**config.mk**
```make
export PLATFORM = sky130hd
export DESIGN_NAME = b2s_receiver
export DESIGN_NICKNAME = d
export VERILOG_FILES = /design/src/rtl/b2s_receiver.sv
export SDC_FILE = /design/constraint.sdc
export NUM_CORES = 1
export LEC_CHECK = 0
export BUFFER_PORTS_ARGS = -buffer_cell sky130_fd_sc_hd__buf_2
export CORE_ASPECT_RATIO = 0.5
export CORE_MARGIN = 4
export CORE_UTILIZATION = 55
export DETAILED_ROUTE_END_ITERATION = 12
export GPL_TIMING_DRIVEN = 0
export PLACE_DENSITY_LB_ADDON = 0.25
export SYNTH_ARGS = -nofsm -noshare
export SYNTH_HDL_FRONTEND = slang
export SYNTH_SLANG_ARGS = --single-unit
```
**constraint.sdc**
```tcl
create_clock -name clk -period 3.06 [get_ports clk]
set_input_delay 0.153 -clock clk [delete_from_list [all_inputs] [get_ports clk]]
set_output_delay 0.153 -clock clk [all_outputs]
set_load 0.05 [all_outputs]
```
**src/rtl/b2s_receiver.sv**
```systemverilog
// b2s single-wire link receiver: decodes start pattern plus WIDTH pulse-width coded bits (LSB first).
// Optional macro B2S_RX_GLITCH_FILTER_EN adds a 3-sample stability filter after the synchroniser.
module b2s_receiver #(
  parameter int WIDTH      = 32,
  parameter int CNT_WIDTH  = 14,
  parameter int IDLE_MIN   = 16,
  parameter int START_MIN  = 12,
  parameter int START_MAX  = 28,
  parameter int BIT_THRESH = 77,
  parameter int LOW_MAX    = 400,
  parameter int HIGH_MAX   = 2000
) (
  input  logic             clk,
  input  logic             rst,
  input  logic             b2s_din,
  output logic [WIDTH-1:0] dout,
  output logic             dout_valid,
  output logic             busy,
  output logic             frame_err,
  output logic [5:0]       bit_cnt
);

  // state      | meaning
  // IDLE       | line idle, counting continuous high before a start low
  // START_LOW  | measuring start-low width
  // START_HIGH | start high, waiting for first bit low
  // BIT_LOW    | measuring a data-bit low pulse
  // BIT_HIGH   | gap between data bits
  // DONE       | word complete, dout_valid pulse
  // ERR        | frame aborted, frame_err pulse
  typedef enum logic [2:0] {
    IDLE, START_LOW, START_HIGH, BIT_LOW, BIT_HIGH, DONE, ERR
  } state_t;

  localparam int CW1 = CNT_WIDTH + 1;
  localparam logic [CNT_WIDTH:0] IDLE_MIN_W   = CW1'(IDLE_MIN);
  localparam logic [CNT_WIDTH:0] START_MIN_W  = CW1'(START_MIN);
  localparam logic [CNT_WIDTH:0] START_MAX_W  = CW1'(START_MAX);
  localparam logic [CNT_WIDTH:0] BIT_THRESH_W = CW1'(BIT_THRESH);
  localparam logic [CNT_WIDTH:0] LOW_MAX_W    = CW1'(LOW_MAX);
  localparam logic [CNT_WIDTH:0] HIGH_MAX_W   = CW1'(HIGH_MAX);
  localparam logic [5:0]         WIDTH_B      = 6'(WIDTH);

  state_t state, state_next;

  logic sync1, sync2, line_s, line_d;
  logic rise, fall;

`ifdef B2S_RX_GLITCH_FILTER_EN
  logic hist1, hist2;

  always_ff @(posedge clk or posedge rst) begin
    if (rst) begin
      sync1  <= 1'b1;
      sync2  <= 1'b1;
      hist1  <= 1'b1;
      hist2  <= 1'b1;
      line_s <= 1'b1;
      line_d <= 1'b1;
    end else begin
      sync1  <= b2s_din;
      sync2  <= sync1;
      hist1  <= sync2;
      hist2  <= hist1;
      // line_s follows only after three equal synchronised samples
      if ((sync2 == hist1) && (hist1 == hist2))
        line_s <= sync2;
      line_d <= line_s;
    end
  end
`else
  always_ff @(posedge clk or posedge rst) begin
    if (rst) begin
      sync1  <= 1'b1;
      sync2  <= 1'b1;
      line_s <= 1'b1;
      line_d <= 1'b1;
    end else begin
      sync1  <= b2s_din;
      sync2  <= sync1;
      line_s <= sync2;
      line_d <= line_s;
    end
  end
`endif

  assign rise = line_s & ~line_d;
  assign fall = ~line_s & line_d;

  logic [CNT_WIDTH-1:0] cnt;
  logic [CNT_WIDTH:0]   width;

  // cnt lags by one cycle after an edge, so the level duration so far is cnt + 1
  assign width = {1'b0, cnt} + CW1'(1);

  always_ff @(posedge clk or posedge rst) begin
    if (rst)
      cnt <= '0;
    else if (rise || fall || (state == DONE))
      cnt <= '0;
    else if (cnt != '1)
      cnt <= cnt + CNT_WIDTH'(1);
  end

  logic [WIDTH-1:0] dout_shift, shift_next;
  logic [5:0]       bit_cnt_next;

  always_comb begin
    state_next   = state;
    shift_next   = dout_shift;
    bit_cnt_next = bit_cnt;
    case (state)
      IDLE:
        if (fall && (width >= IDLE_MIN_W))
          state_next = START_LOW;
      START_LOW:
        if (rise)
          state_next = ((width >= START_MIN_W) && (width <= START_MAX_W)) ? START_HIGH : ERR;
        else if (width > LOW_MAX_W)
          state_next = ERR;
      START_HIGH, BIT_HIGH:
        if (fall)
          state_next = BIT_LOW;
        else if (width > HIGH_MAX_W)
          state_next = ERR;
      BIT_LOW:
        if (rise) begin
          // LSB arrives first, so shifting right leaves bit 0 at the bottom after WIDTH bits
          shift_next   = {(width < BIT_THRESH_W), dout_shift[WIDTH-1:1]};
          bit_cnt_next = bit_cnt + 6'd1;
          state_next   = (bit_cnt_next == WIDTH_B) ? DONE : BIT_HIGH;
        end else if (width > LOW_MAX_W) begin
          state_next = ERR;
        end
      DONE, ERR: begin
        state_next   = IDLE;
        bit_cnt_next = '0;
      end
      default: begin
        state_next   = IDLE;
        bit_cnt_next = '0;
      end
    endcase
  end

  always_ff @(posedge clk or posedge rst) begin
    if (rst) begin
      state      <= IDLE;
      dout_shift <= '0;
      bit_cnt    <= '0;
      dout       <= '0;
      dout_valid <= 1'b0;
      frame_err  <= 1'b0;
    end else begin
      state      <= state_next;
      dout_shift <= shift_next;
      bit_cnt    <= bit_cnt_next;
      dout_valid <= (state_next == DONE);
      frame_err  <= (state_next == ERR);
      if (state_next == DONE)
        dout <= shift_next;
    end
  end

  assign busy = (state == START_LOW) || (state == START_HIGH) ||
                (state == BIT_LOW)   || (state == BIT_HIGH);

endmodule

```
# Word-level counts from Yosys, hierarchy flattened
# Index checks and enable logic that the tools add are counted.
# word_totals
ramBits	0
word_cells	62
memories	0
input_bits	3
latchBits	0
rom_bits	0
register_bits	93
# classes
n_div	0
n_reduce_logical	12
mul	0
magnitude_cmp	6
muxes	15
n_shift	0
n_eq_ne	10
add_sub_neg	3
bitwise	5
# ops
cell	n
2-to-1 mux 32 bit	2
2-to-1 mux 14 bit	2
2-to-1 mux 3 bit	7
adder 14 x 1 -> 15 bit (second input constant)	1
greater-or-equal comparator 15 x 4 -> 1 bit (second input constant)	1
greater-or-equal comparator 15 x 5 -> 1 bit (second input constant)	1
greater-than comparator 15 x 11 -> 1 bit (second input constant)	1
greater-than comparator 15 x 9 -> 1 bit (second input constant)	1
less-or-equal comparator 15 x 5 -> 1 bit (second input constant)	1
< comparator 15 x 7 -> 1 bit (second input constant)	1
adder 14 x 1 -> 14 bit (second input constant)	1
inequality test 14 bit (second input constant)	1
== test 3 bit (second input constant)	4
one-hot mux 3 bit (4 select lines)	1
one-hot mux 6 bit (2 select lines)	1
adder 6 x 1 -> 6 bit (second input constant)	1
== test 3 x 2 -> 1 bit (second input constant)	2
== test 6 bit (second input constant)	1
2-to-1 mux 6 bit	1
logical OR 1 bit	5
OR reduction 4 bit	1
== test 3 x 1 -> 1 bit (second input constant)	1
zero test 3 bit	1
inverter 1 bit	3
other kinds (7)	9

# Depth between registers and ports, before layout
# Gate-level depths: netlist of the first run.
# logic_depth
word_depth	7
ltp_mapped	9

# Least setup slack after synthesis of the first run
# Ideal clock, no wire load.
# synth_timing
path_type	reg2reg
start	register cnt[0]
end	register frame_err
n_path_buf	0
t_arrival_ns	2.255
setup_slack_ns	0.676
setup_ns	0.129
path_stages_with_launch	9
period_less_slack_ns	2.384
path_cell_list	dfrtp_1 > ha_1 > nand3_1 > or3_4 > a2111oi_4 > o21ai_2 > or4_4 > a211oi_2 > a211oi_1
# synth_via
elab_chain_cells	7
word_cells_on_any_way	17
# synth_lines
element	line_no	text
start: declaration	90	logic [CNT_WIDTH-1:0] cnt;
start signal: assignment	102	cnt <= cnt + CNT_WIDTH'(1);
adder 14 x 1 -> 15 bit (*)	94	assign width = {1'b0, cnt} + CW1'(1);
greater-or-equal comparator 15 x 4 -> 1 bit or less-or-equal comparator 15 x 5 -> 1 bit (tied branches)	118	state_next = ((width >= START_MIN_W) && (width <= START_MAX_W)) ? START_HIGH : ERR;
logical AND 1 bit	118	
2-to-1 mux 3 bit	118	
2-to-1 mux 3 bit	117	if (rise)
one-hot mux 3 bit (4 select lines) (*)	112	case (state)
== test 3 bit (*)	159	frame_err <= (state_next == ERR);
end signal: assignment	159	
end: declaration	19	output logic frame_err,
# Mark *: on every way between the ends. The rest lies on a longest branch, timed or not.
# A chain may end at the register's enable or synchronous reset.

# Worst setup path in the final report of the first run
# layout_timing
start	register line_s
end	register dout[27]
# layout_via
elab_chain_cells	6
word_cells_on_any_way	12
# layout_lines
element	line_no	text
start: declaration	46	logic sync1, sync2, line_s, line_d;
start signal: assignment	81	line_s <= sync2;
inverter 1 bit	88	assign fall = ~line_s & line_d;
bitwise AND 1 bit	88	
logical AND 1 bit	114	if (fall && (width >= IDLE_MIN_W))
2-to-1 mux 3 bit	114	
one-hot mux 3 bit (4 select lines)	112	
== test 3 bit	160	if (state_next == DONE)
end signal: assignment	161	dout <= shift_next;
end: declaration	16	output logic [WIDTH-1:0] dout,
# Parallel ways exist; a longest one is shown, timed or not.

==> flow_metrics.py, run 1 <==
metrics = {
    "setup_path": {
        "crit_path_frequent_cell": "clkbuf_1",
        "slowest_stage": "dfstp_2",
        "startpoint_type": "flop",
        "cpPeakStageDelay_ns": 0.55,
        "cp-end-kind": "flop",
        "required_ns": 3.28,
        "crit_type": "reg -> reg",
        "crit_arrival_ns": 3.07,
        "path_max_fanout": 10,
        "cp_cell_sequence": "ha_1 > clkbuf_1 > and3_1 > clkbuf_1 > o2111ai_2 > clkbuf_1 > mux2_2",
    },
    "global_routing": {
        "grt_pass1_wl_um": 16400,
        "overflow": 0,
        "antenna_found_initial": 0,
        "grt_max_degree": 49,
        "grt_use_total": 0.212,
        "grt_pass1_vias": 3412,
    },
    "power_and_ir_drop": {
        "ir_worst_vdd_uv": 341,
        "switchingPower_mw": 0.668,
        "swShare": 0.250,
        "p_per_area_nw_per_um2": 516,
        "power.internal_mw": 2.01,
        "p_leak_nw": 2.61,
        "comb_power_share": 0.110,
        "power_frac_clock": 0.417,
        "seqPwrFrac": 0.474,
    },
    "clock_network": {
        "insertion_delay_ns": 0.33,
        "clockRootBuffer": "clkbuf_16",
        "cts.path.max_buffers": 2,
        "cts_sinks": 93,
        "cts_max_level": 3,
        "post_cts_buffers": 0,
        "numCtsBuffers": 9,
        "cts_tree": "done",
        "clkTransAtPathRegs_ns": 0.06,
    },
    "min_path": {
        "hp-class": "reg -> reg",
    },
    "sta": {
        "slew_viol_final": 0,
        "finalCritPeriodShare": 0.931,
        "max_freq_mhz": 351,
        "worstMarginPinSlew_ns": 0.671,
        "grt_setup_unrepaired": "no",
        "holdWs_ns": 0.356,
        "finalHoldViolCount": 0,
        "setup_violations": 0,
        "period_needed_ns": 2.85,
        "slew_headroom": 0.553,
        "skew_ns": 0.00583,
    },
    "place": {
        "io_buffers": 43,
        "dp_hpwl_um": 6390,
        "dp.cells": 606,
        "gp_congestion": 0.947,
    },
    "yosys": {
        "synthCells": 454,
        "synth-edff-count": 0,
        "synth_top_area_share": 0.498,
        "ys_types": 60,
        "async_flop_share": 1.00,
        "synth_top_area_cell": "dfrtp_1",
        "avgSynthCellArea_um2": 9.85,
        "synth.area.top_cells": "dfrtp_1, nand2_1, mux2_2, dfstp_2, xnor2_1",
        "synth_area_um2": 4470,
        "synth_warnings": 0,
        "synth_fp_nets": 461,
        "synth_ff_type": "dfrtp_1",
        "ys_seq_area_frac": 0.522,
        "synth-seq-cells": 93,
    },
    "layout": {
        "drive_gt1_frac": 0.213,
        "antenna_cells": 0,
        "nNetsFinal": 518,
        "fin_cells": 624,
        "layout-area-overhead-vs-synth_pct": 15.8,
    },
    "drt": {
        "vias": 3531,
        "first_pass_iters": 5,
        "route.detailed.drc": 0,
        "viasPerCell": 5.66,
        "wl_per_cell_um": 15.1,
        "wl_um": 9440,
        "drtAntennaViolNets": 0,
        "drt_iter0_markers": 298,
    },
    "floorplan": {
        "die_x_um": 136,
        "core_um2": 7600,
        "rows": 22,
        "fp.dieArea_um2": 9720,
        "start_util": 0.588,
        "die_y_um": 71.8,
        "num_io_pins": 44,
    },
    "status": {
        "outcome": "finished, final reports clean",
    },
    "job": {
        "maxCapViolCount": 0,
    },
}
[cell usage after synthesis (4+ instances only)]
| cell | n |
|---|---|
| a21oi_1 | 17 |
| a211oi_1 | 4 |
| dfrtp_1 | 89 |
| nand2_1 | 116 |
| nor2_1 | 16 |
| nand2b_1 | 8 |
| nand3_1 | 8 |
| mux2_2 | 32 |
| and3_1 | 6 |
| and2_1 | 4 |
| ha_1 | 4 |
| nor3_1 | 9 |
| nor4_1 | 7 |
| dfstp_2 | 4 |
| xnor2_1 | 10 |
| inv_1 | 11 |
| clkbuf_1 | 23 |
| nand4_1 | 7 |
| o21ai_0 | 14 |
[path summary, 6_finish.rpt]
path	start	to	slack, ns	depth (start not counted)
worst max-delay path	line_s$_DFF_PP1_	dout[27]$_DFFE_PP0N_	0.21	7
worst min-delay path	sync1$_DFF_PP1_	sync2$_DFF_PP1_	0.36	0
worst max register to register	line_s$_DFF_PP1_	dout[27]$_DFFE_PP0N_	0.21	7
worst min register to register	sync1$_DFF_PP1_	sync2$_DFF_PP1_	0.36	0
max in group asynchronous	rst	dout_shift[9]$_DFF_PP0_	1.97	4
min in group asynchronous	rst	cnt[8]$_DFFE_PP0P_	0.45	3
[power groups by stage]
| stage | Sequential [mW] | Clock, mW | Combinational, mW |
|---|---|---|---|
| 6_report | 1.27 | 1.11 | 0.293 |
| 5_1_grt | 1.27 | 1.19 | 0.326 |
| 4_1_cts | 1.27 | 1.14 | 0.293 |
| 3_5_place_dp | 1.29 | 0 | 0.287 |
| 3_3_place_gp | 1.29 | 0 | 0.280 |
| 2_1_floorplan | 1.29 | 0 | 0.218 |
[state kept, by name, indices dropped and copies added, names as in the netlist, 3 cells and up]
signal and count:
dout 32, dout_shift 32, cnt 14, bit_cnt 6
state 3
[layer usage]
metal / track usage / vias to the layer above / part of all wire
li1: - / 1695 / -
met1: 0.293 / 1738 / 0.47
met2: 0.329 / 86 / 0.47
met3: 0.0533 / 12 / 0.041
met4: 0.0726 / 0 / 0.014
met5: 0 / - / 0
[through the flow]
stage | total power, mW | setup WS (ns) | area, um^2 | setup TNS, ns | utilization
global placement | 1.57 | -0.541 | 4820 | -47.64 | 0.635
CTS | 2.70 | 0.0782 | 5170 | 0 | 0.681
global route | 2.79 | 0.0432 | 5180 | 0 | 0.682
detailed placement | 1.58 | 0.0864 | 4850 | 0 | 0.639
finish | 2.67 | 0.210 | 5180 | 0 | 0.682
floorplan | 1.51 | 0.493 | 4470 | 0 | -
[cells in the final DEF, fill, tap and decap left out, drive strengths merged, types with 3 or more instances in the layout]
master,instances
clkbuf,35
nor3,9
nor4,7
buf,51
a2bb2oi,3
and2,5
nand2b,8
o21ai,16
dfrtp,89
dfstp,4
a21oi,17
xnor2,10
ha,4
o211a,3
and3,6
nand2,116
and4,3
or3,4
nand4,8
mux2,32
a211oi,5
o22ai,3
inv,13
nor2,16
nand3,8
[timing repair]
action,4_1_cts,5_1_grt
gates resized for setup,0,1
hold buffers,2,0
hold endpoints to repair,42,0
setup endpoints to repair,0,29
[logic make-up after synthesis]
kind of cell | after synthesis | share of synthesized area
simple gates | 198 | 0.205
flops | 93 | 0.522
compound gates | 73 | 0.119
buf+inv | 41 | 0.0361
mux | 33 | 0.0828
xor+xnor | 12 | 0.0235
fa+ha+maj | 4 | 0.0112
[area by class of cell]
| class | count | area [um^2] |
|---|---|---|
| Buffer | 30 | 120 |
| Clock buffer | 12 | 246 |
| Clock inverter | 4 | 55.1 |
| Fill cell | 598 | 2420 |
| Inverter | 11 | 43.8 |
| Multi-Input combinational cell | 320 | 1980 |
| Sequential cell | 93 | 2330 |
| Tap cell | 108 | 135 |
| Timing Repair Buffer | 46 | 263 |
[worst max-delay path, delay by kind of cell (launching register included)]
kind,cells,cell delay (ns)
fa+ha+maj,1,0.14
mux,1,0.37
buf+inv,3,1.11
simple gates,1,0.21
compound gates,1,0.34
flops,1,0.55
(Power assumes the default switching activity.)
==> run 2, diff against run 1 <==
--- a/config.mk
+++ b/config.mk
@@ -12,6 +12,7 @@
 export DETAILED_ROUTE_END_ITERATION = 12
 export GPL_TIMING_DRIVEN = 0
 export PLACE_DENSITY_LB_ADDON = 0.25
+export RECOVER_POWER = 25
 export SYNTH_ARGS = -nofsm -noshare
 export SYNTH_HDL_FRONTEND = slang
 export SYNTH_SLANG_ARGS = --single-unit
==> flow_metrics.py, run 2 (same netlist as run 1, synthesis figures left out) <==
metrics = {
    "status": {
        "failed_checks": "max-capacitance violations, max-slew violations",
        "outcome": "finished with violations",
    },
    "floorplan": {
        "start_util": 0.588,
        "num_io_pins": 44,
        "die_y_um": 71.8,
        "core_um2": 7600,
        "fp.dieArea_um2": 9720,
        "die_x_um": 136,
        "rows": 22,
    },
    "layout": {
        "final_cell_mix": "nand2_1, dfrtp_1, buf_2",
        "drive_gt1_frac": 0.196,
        "fin_cells": 624,
        "layout-area-overhead-vs-synth_pct": 15.6,
        "reg_top3": "dout x32, dout_shift x32, cnt x14",
        "nNetsFinal": 518,
        "layout_commonest_cell": "nand2_1",
        "antenna_cells": 0,
    },
    "place": {
        "dp_hpwl_um": 6390,
        "io_buffers": 43,
        "dp.cells": 606,
        "gp_congestion": 0.947,
        "place_ws_ns": 0.0864,
    },
    "clock_network": {
        "cts.path.max_buffers": 2,
        "insertion_delay_ns": 0.33,
        "clkTransAtPathRegs_ns": 0.06,
        "cts_tree": "done",
        "cts_sinks": 93,
        "clockRootBuffer": "clkbuf_16",
        "numCtsBuffers": 9,
        "cts_max_level": 3,
    },
    "global_routing": {
        "antenna_found_initial": 0,
        "overflow": 0,
        "grt_pass1_vias": 3412,
        "grt_pass1_wl_um": 16400,
        "grt_max_degree": 49,
        "grt_use_total": 0.212,
    },
    "drt": {
        "drt_iter0_markers": 291,
        "viasPerCell": 5.66,
        "vias": 3531,
        "wl_per_cell_um": 15.2,
        "first_pass_iters": 5,
        "route.detailed.drc": 0,
        "drtAntennaViolNets": 0,
        "wl_um": 9490,
    },
    "sta": {
        "holdWs_ns": 0.356,
        "finalCritPeriodShare": 0.933,
        "grt_setup_unrepaired": "no",
        "layout_setup_ws_ns": 0.206,
        "max_freq_mhz": 350,
        "period_needed_ns": 2.85,
        "slew_headroom": -0.181,
        "finalHoldViolCount": 0,
        "setup_violations": 0,
        "worstMarginPinSlew_ns": 1.77,
        "skew_ns": 0.00541,
        "slew_viol_final": 46,
    },
    "job": {
        "maxCapViolCount": 1,
    },
    "setup_path": {
        "crit_arrival_ns": 3.07,
        "crit_type": "reg -> reg",
        "cp-end-kind": "flop",
        "startpoint_type": "flop",
        "path_max_fanout": 10,
        "required_ns": 3.28,
    },
    "power_and_ir_drop": {
        "p_per_area_nw_per_um2": 517,
        "ir_worst_vdd_uv": 340,
        "p_leak_nw": 2.58,
        "p_total_mw": 2.67,
    },
    "min_path": {
        "hp-class": "reg -> reg",
    },
}
## run 2: critical path: stages, from the launching register on
cell and delay, ns:
dfstp_2 0.55, ha_1 0.14, clkbuf_1 0.30, and3_1 0.21
clkbuf_1 0.41, o2111ai_2 0.34, clkbuf_1 0.40, mux2_2 0.38
## run 2: final cells by class
| class | count | area, um^2 |
|---|---|---|
| fillers | 602 | 2430 |
| clock inverters | 4 | 55.1 |
| clock buffers | 12 | 246 |
| multi-input cells | 320 | 1980 |
| plain buffers | 30 | 120 |
| inverters | 11 | 41.3 |
| repair buffers | 46 | 253 |
| well taps | 108 | 135 |
| flip-flops and latches | 93 | 2330 |
## run 2: final timing paths
check                                 startpoint                      end  slack, ns  depth (start not counted)
worst max-delay path            line_s$_DFF_PP1_     dout[27]$_DFFE_PP0N_       0.21                          7
worst min-delay path             sync1$_DFF_PP1_          sync2$_DFF_PP1_       0.36                          0
worst max register to register  line_s$_DFF_PP1_     dout[27]$_DFFE_PP0N_       0.21                          7
worst min register to register   sync1$_DFF_PP1_          sync2$_DFF_PP1_       0.36                          0
max in group asynchronous                    rst   bit_cnt[1]$_DFFE_PP0P_       1.09                          3
min in group asynchronous                    rst  dout_shift[0]$_DFF_PP0_       0.95                          3
## run 2: report_power, final
group	internal [mW]	switching, mW	leakage, nW
Clock	0.662	0.450	0.144
Combinational	0.0899	0.203	1.15
Sequential	1.25	0.0126	1.28
Total	2.01	0.666	2.58
## run 2: routing by layer
layer	wire [um]	global-route usage	share of wire
met5	0	0	0
met4	119	0.0726	0.013
met3	418	0.0533	0.044
met2	4430	0.329	0.47
met1	4520	0.293	0.48
## run 2: what timing repair did
item                                    in CTS  in global routing
endpoints found under the setup margin       0                 29
hold buffers                                 2                  0
setup buffers                                0                  0
hold endpoints to repair                    42                  0
gates resized for setup                      0                  1
## run 2: metrics by stage
step / instance area (um^2) / utilization / TNS, ns
after global routing: 5170 / 0.680 / 0
after global placement: 4820 / 0.635 / -47.64
after CTS: 5170 / 0.681 / 0
after floorplan: 4470 / - / 0
final: 5170 / 0.680 / 0
after detailed placement: 4850 / 0.639 / 0
